<file path="src/rtl/ea_status_rd_if.sv">
// Host bus bundle for the EA4163 status responder: read/write strobes,
// write data, and the registered read data, drive enable and interrupt.
interface ea_status_rd_if;
    localparam int unsigned DATA_W = 16;

    logic              rd7C94;
    logic              wr7C9A;
    logic [DATA_W-1:0] wdata;
    logic [DATA_W-1:0] rdata;
    logic              rdata_oe;
    logic              irq;

    modport master (
        output rd7C94, wr7C9A, wdata,
        input  rdata, rdata_oe, irq
    );

    modport slave (
        input  rd7C94, wr7C9A, wdata,
        output rdata, rdata_oe, irq
    );
endinterface

</file>
<file path="src/rtl/ea_status_rd.sv">
// ea_status_rd: host-read status responder for status address 0x7C94.
// Snapshots live flags, sticky event latches, irq and a frame counter into a
// 16-bit word on the rising edge of the read strobe, holds it for the whole
// read, and clears the sticky latches when the strobe falls.
// Optional feature macro: EASTAT_FRAMECNT_EN (8-bit frame counter in [15:8]).
module ea_status_rd #(
    parameter logic [3:0] STATUS_ID = 4'h0
) (
    input  logic          clk,
    input  logic          reset,
    ea_status_rd_if.slave host,
    input  logic          eareset,
    input  logic          outchen,
    input  logic          inchen,
    input  logic          outfifo_empty,
    input  logic          infifo_full,
    input  logic          underrun,
    input  logic          overrun,
    input  logic          frame_done
);
    localparam int unsigned DATA_W   = 16;
    localparam int unsigned STICKY_W = 3;
    localparam int unsigned CNT_W    = 8;

    typedef enum logic {
        IDLE,
        ACTIVE
    } state_t;

    state_t              state;
    state_t              state_nxt;
    logic                rd_q;
    logic [STICKY_W-1:0] sticky;
    logic [STICKY_W-1:0] mask;
    logic                irq_q;
    logic [DATA_W-1:0]   snap_q;
    logic                oe_q;
    logic [CNT_W-1:0]    frame_cnt;
    logic                rise;
    logic                fall;
    logic                snap_load;
    logic                sticky_clr;
    logic [DATA_W-1:0]   status_c;
    logic [STICKY_W-1:0] events;

    assign rise   = host.rd7C94 & ~rd_q;
    assign fall   = ~host.rd7C94 & rd_q;
    assign events = {frame_done, overrun, underrun};

    // Live status word as it would be captured this cycle
    assign status_c = {frame_cnt, irq_q, sticky, infifo_full, outfifo_empty, inchen, outchen};

    // Read sequencer state register
    always_ff @(posedge clk or posedge reset) begin
        if (reset) begin
            state <= IDLE;
        end else begin
            state <= state_nxt;
        end
    end

    // Read sequencer next state and capture/clear controls
    always_comb begin
        state_nxt  = state;
        snap_load  = 1'b0;
        sticky_clr = 1'b0;
        case (state)
            IDLE: begin
                if (rise) begin
                    state_nxt = ACTIVE;
                    snap_load = 1'b1;
                end
            end
            ACTIVE: begin
                if (fall) begin
                    state_nxt  = IDLE;
                    sticky_clr = 1'b1;
                end
            end
            default: state_nxt = IDLE;
        endcase
        if (eareset) begin
            state_nxt  = IDLE;
            snap_load  = 1'b0;
            sticky_clr = 1'b0;
        end
    end

    // Strobe history for edge detection; follows the strobe even across soft reset
    always_ff @(posedge clk or posedge reset) begin
        if (reset) begin
            rd_q <= 1'b0;
        end else begin
            rd_q <= host.rd7C94;
        end
    end

    // Sticky latches: a new event wins over a read-completion clear
    always_ff @(posedge clk or posedge reset) begin
        if (reset) begin
            sticky <= '0;
        end else if (eareset) begin
            sticky <= '0;
        end else begin
            sticky <= (sticky_clr ? STICKY_W'(0) : sticky) | events;
        end
    end

    // IRQ mask register and registered interrupt request
    always_ff @(posedge clk or posedge reset) begin
        if (reset) begin
            mask  <= '0;
            irq_q <= 1'b0;
        end else if (eareset) begin
            mask  <= '0;
            irq_q <= 1'b0;
        end else begin
            if (host.wr7C9A) begin
                mask <= host.wdata[6:4];
            end
            irq_q <= |(sticky & mask);
        end
    end

    // Snapshot and bus drive enable, held stable for the whole read
    always_ff @(posedge clk or posedge reset) begin
        if (reset) begin
            snap_q <= '0;
            oe_q   <= 1'b0;
        end else if (eareset) begin
            snap_q <= '0;
            oe_q   <= 1'b0;
        end else if (snap_load) begin
            snap_q <= status_c;
            oe_q   <= 1'b1;
        end else if (sticky_clr) begin
            oe_q   <= 1'b0;
        end
    end

`ifdef EASTAT_FRAMECNT_EN
    // Free-running frame counter, wraps, untouched by reads
    always_ff @(posedge clk or posedge reset) begin
        if (reset) begin
            frame_cnt <= '0;
        end else if (eareset) begin
            frame_cnt <= '0;
        end else if (frame_done) begin
            frame_cnt <= frame_cnt + CNT_W'(1);
        end
    end
`else
    assign frame_cnt = '0;
`endif

    assign host.rdata    = snap_q;
    assign host.rdata_oe = oe_q;
    assign host.irq      = irq_q;

    // Write-data bits outside the mask field and the reserved ID carry no function
    logic unused_ok;
    assign unused_ok = ^{host.wdata[15:7], host.wdata[3:0], STATUS_ID};

endmodule

</file>
<file path="src/flat_wrapper.sv">
// flat-port wrapper written by rule: the top's interface ports become plain ports
module ea_status_rd_flat 
#(
    parameter logic [3:0] STATUS_ID = 4'h0
)
  (clk, reset, eareset, outchen, inchen, outfifo_empty, infifo_full, underrun, overrun, frame_done, host_rd7C94, host_wr7C9A, host_wdata, host_rdata, host_rdata_oe, host_irq);
  ea_status_rd_if host_i ();
  input  logic clk;
  input  logic reset;
  input  logic eareset;
  input  logic outchen;
  input  logic inchen;
  input  logic outfifo_empty;
  input  logic infifo_full;
  input  logic underrun;
  input  logic overrun;
  input  logic frame_done;
  input wire logic [$bits(host_i.rd7C94)-1:0] host_rd7C94;
  input wire logic [$bits(host_i.wr7C9A)-1:0] host_wr7C9A;
  input wire logic [$bits(host_i.wdata)-1:0] host_wdata;
  output wire logic [$bits(host_i.rdata)-1:0] host_rdata;
  output wire logic [$bits(host_i.rdata_oe)-1:0] host_rdata_oe;
  output wire logic [$bits(host_i.irq)-1:0] host_irq;
  assign host_i.rd7C94 = host_rd7C94;
  assign host_i.wr7C9A = host_wr7C9A;
  assign host_i.wdata = host_wdata;
  assign host_rdata = host_i.rdata;
  assign host_rdata_oe = host_i.rdata_oe;
  assign host_irq = host_i.irq;
  ea_status_rd #(.STATUS_ID(STATUS_ID)) u_core (.clk(clk), .reset(reset), .host(host_i), .eareset(eareset), .outchen(outchen), .inchen(inchen), .outfifo_empty(outfifo_empty), .infifo_full(infifo_full), .underrun(underrun), .overrun(overrun), .frame_done(frame_done));
endmodule
</file>
<file path="config.mk">
export PLATFORM = sky130hd
export DESIGN_NAME = ea_status_rd_flat
export DESIGN_NICKNAME = d
export VERILOG_FILES = /design/src/rtl/ea_status_rd_if.sv /design/src/rtl/ea_status_rd.sv /design/src/flat_wrapper.sv
export SDC_FILE = /design/constraint.sdc
export NUM_CORES = 1
export LEC_CHECK = 0
export BUFFER_PORTS_ARGS = -buffer_cell sky130_fd_sc_hd__buf_4
export CORE_ASPECT_RATIO = 0.7
export CORE_MARGIN = 2
export CORE_UTILIZATION = 42
export DETAILED_ROUTE_END_ITERATION = 12
export HOLD_SLACK_MARGIN = 0.02
export PLACE_DENSITY_LB_ADDON = 0.05
export REMOVE_ABC_BUFFERS = 1
export SLEW_MARGIN = 40
export SYNTH_ARGS = -nofsm -noshare
export SYNTH_HDL_FRONTEND = slang
export SYNTH_SLANG_ARGS = --single-unit
</file>
<file path="constraint.sdc">
create_clock -name clk -period 1.63 [get_ports clk]
set_input_delay 0.326 -clock clk [delete_from_list [all_inputs] [get_ports clk]]
set_output_delay 0.326 -clock clk [all_outputs]
set_load 0.05 [all_outputs]
</file>
==> out/results.tsv <==
metric	value	unit
Die Width	55.9	um
post-cts resize count	0	
vias in the first global route	538	
post-synthesis register bit count	18	
die height	40.3	um
most common cell after layout, fill and taps aside	buf_4	
Skew-Pair Late Insertion Delay	290	ps
leakage	0.507	nW
Cells after Synth	80	
Setup CP Type	flip-flop to flip-flop	
postcts setup bufs	0	
Vias/cell	4.73	
Yosys Warn Count	0	
share of cells above drive strength 1	29.2	%
CP endpoint kind	flip-flop	
Yosys cell types	18	
period utilization	78.5	%
P&R area growth vs syn	25.9	%
Post-route DRC	0	
Detail Route Antenna Nets	0	
family with the most delay on the worst path	simple AND/OR/NAND/NOR gates	
M1 WL	632	um
VDD IR-drop max	0.000527	V
H-tree levels	1	
Maximum Capacitance Violations	0	
initial core utilization	43.5	%
filler instances	177	
CTS sink cnt	18	
CTS Root Cell	clkbuf_4	
maximum single-stage delay on the critical path	520	ps
largest net degree at the start of global routing	19	
Finish-stage setup viols	0	
status	complete, no violations	
IO Pins	46	
CTS Buffer Depth	2	
total track usage	14.5	%
placer's final routability congestion estimate	0.696	
row cnt	13	
CP arrival	1470	ps
Placed Area	961	sq um
Post-synth top flop	dfrtp_1	
CTS Buf Count	3	
Vias	606	
fin nets	135	
post-route cell area	997	sq um
PwrDens	942	nW/um^2
commonest cells after routing, fill and taps aside	buf_4 (26), dfrtp_1 (18), nand2_1 (17)	
worst hold path type	input port to asynchronous set/reset pin	
DRT iter0 DRCs	15	
TritonCTS clock tree	done	
crit path time final	1280	ps
placed cells	124	
fmax	781	MHz
critical-path maximum fanout	8	
fin cells	128	
WL met2	674	um
initial antenna violation count	0	
Buf/Inv on CP	0	
max layer used	met4	
EDFF count, synth	0	
Post-synth ARST share	100	%
worst path required time	1820	ps
1st-pass router iterations	5	
final wirelength	1460	um
Final Hold Viols	0	
PortBufs	24	
setup TNS	0	ps
post-synthesis sequential area ratio	56.9	%
storage element area	450	sq um
met3 WL post-DR	138	um
DR WL/cell	11.4	um
slowest CP cell	or3b_1	
RSZ-0062 raised after global routing	no	
first-pass GRT wire length	2370	um
Slew Limit Fails	0	
skew final	5.97	ps
# hold bufs at CTS	0	
CP Launch Type	flip-flop	
syn_area_per_cell	9.90	sq um
synthesized area	792	sq um
Remaining Overflow, GRT	0	
Reg clk slew, reported paths	100	ps
r2r setup slk	350	ps
footprint of the multi-input gates	280	sq um
ANT cells	0	
core area	1820	sq um
critical path cell sequence	or3b_1, nand2_1, a21oi_1	
DIE AREA	2250	sq um
state kept, by name, summed over array words and instances (netlist names):
register and count:
u_core.rd_q 1, u_core.host.rdata 8, u_core.sticky 3, u_core.state 1, u_core.mask 3, u_core.host.rdata_oe 1
u_core.host.irq 1
cell type report:
type,count,share of cell area [%]
Clock buffer,4,3.64
Tap cell,22,2.76
Timing Repair Buffer,26,19.6
Multi-Input combinational cell,56,28.1
Sequential cell,18,45.2
Inverter,2,0.753
path summary, 6_finish.rpt:
kind                                           start              endpoint  cells past startpoint
worst min-delay path                           reset  u_core.host.rdata[4]                      3
worst min register to register  u_core.host.rdata[2]  u_core.host.rdata[2]                      2
min in group clk                         host_rd7C94           u_core.rd_q                      1
worst max register to register          u_core.state  u_core.host.rdata[5]                      3
max in group asynchronous                      reset  u_core.host.rdata[3]                      3
worst max-delay path                    u_core.state  u_core.host.rdata[5]                      3
synth_stat cells, types with 2 or more instances:
master     n  area share (%)
a21oi_1   13             8.2
buf_4      8             7.6
dfrtp_1   18              57
inv_1      2            0.95
mux2i_1    3             3.8
nand2_1   17             8.1
nor2_1     7             3.3
o21bai_1   2             1.9
stage by stage:
stage | worst slack, ps | hold WS [ps] | power, mW | util [%]
floorplan | 486 | 265 | 0.612 | -
detailed placement | 358 | 367 | 0.683 | 52.7
CTS | 342 | 42.4 | 0.950 | 54.7
global route | 265 | 53.4 | 0.987 | 54.7
finish | 350 | 35.5 | 0.940 | 54.7
global placement | 388 | 365 | 0.679 | 52.7
cell families after synthesis:
group / share of synthesized area [%]
simple gates: 15.8
flops: 56.9
compound gates: 12.0
buf+inv: 11.1
mux: 3.79
other cells: 0.473
power breakdown:
group,switching [mW],internal [mW],total (mW)
Clock,0.132,0.136,0.268
Sequential,0.0177,0.469,0.487
Combinational,0.126,0.0589,0.185
Total,0.276,0.664,0.940
layer usage:
layer	vias to the layer above	global-route usage (%)
met5	-	0
met2	28	25.6
met1	280	16.9
li1	296	-
met3	2	7.42
met4	0	1.79
worst reg2reg max path, stage by stage (launching register included):
cell and delay (ps):
dfrtp_1 460, or3b_1 520, nand2_1 130, a21oi_1 70
No activity file was read; power rests on OpenSTA's default activity.
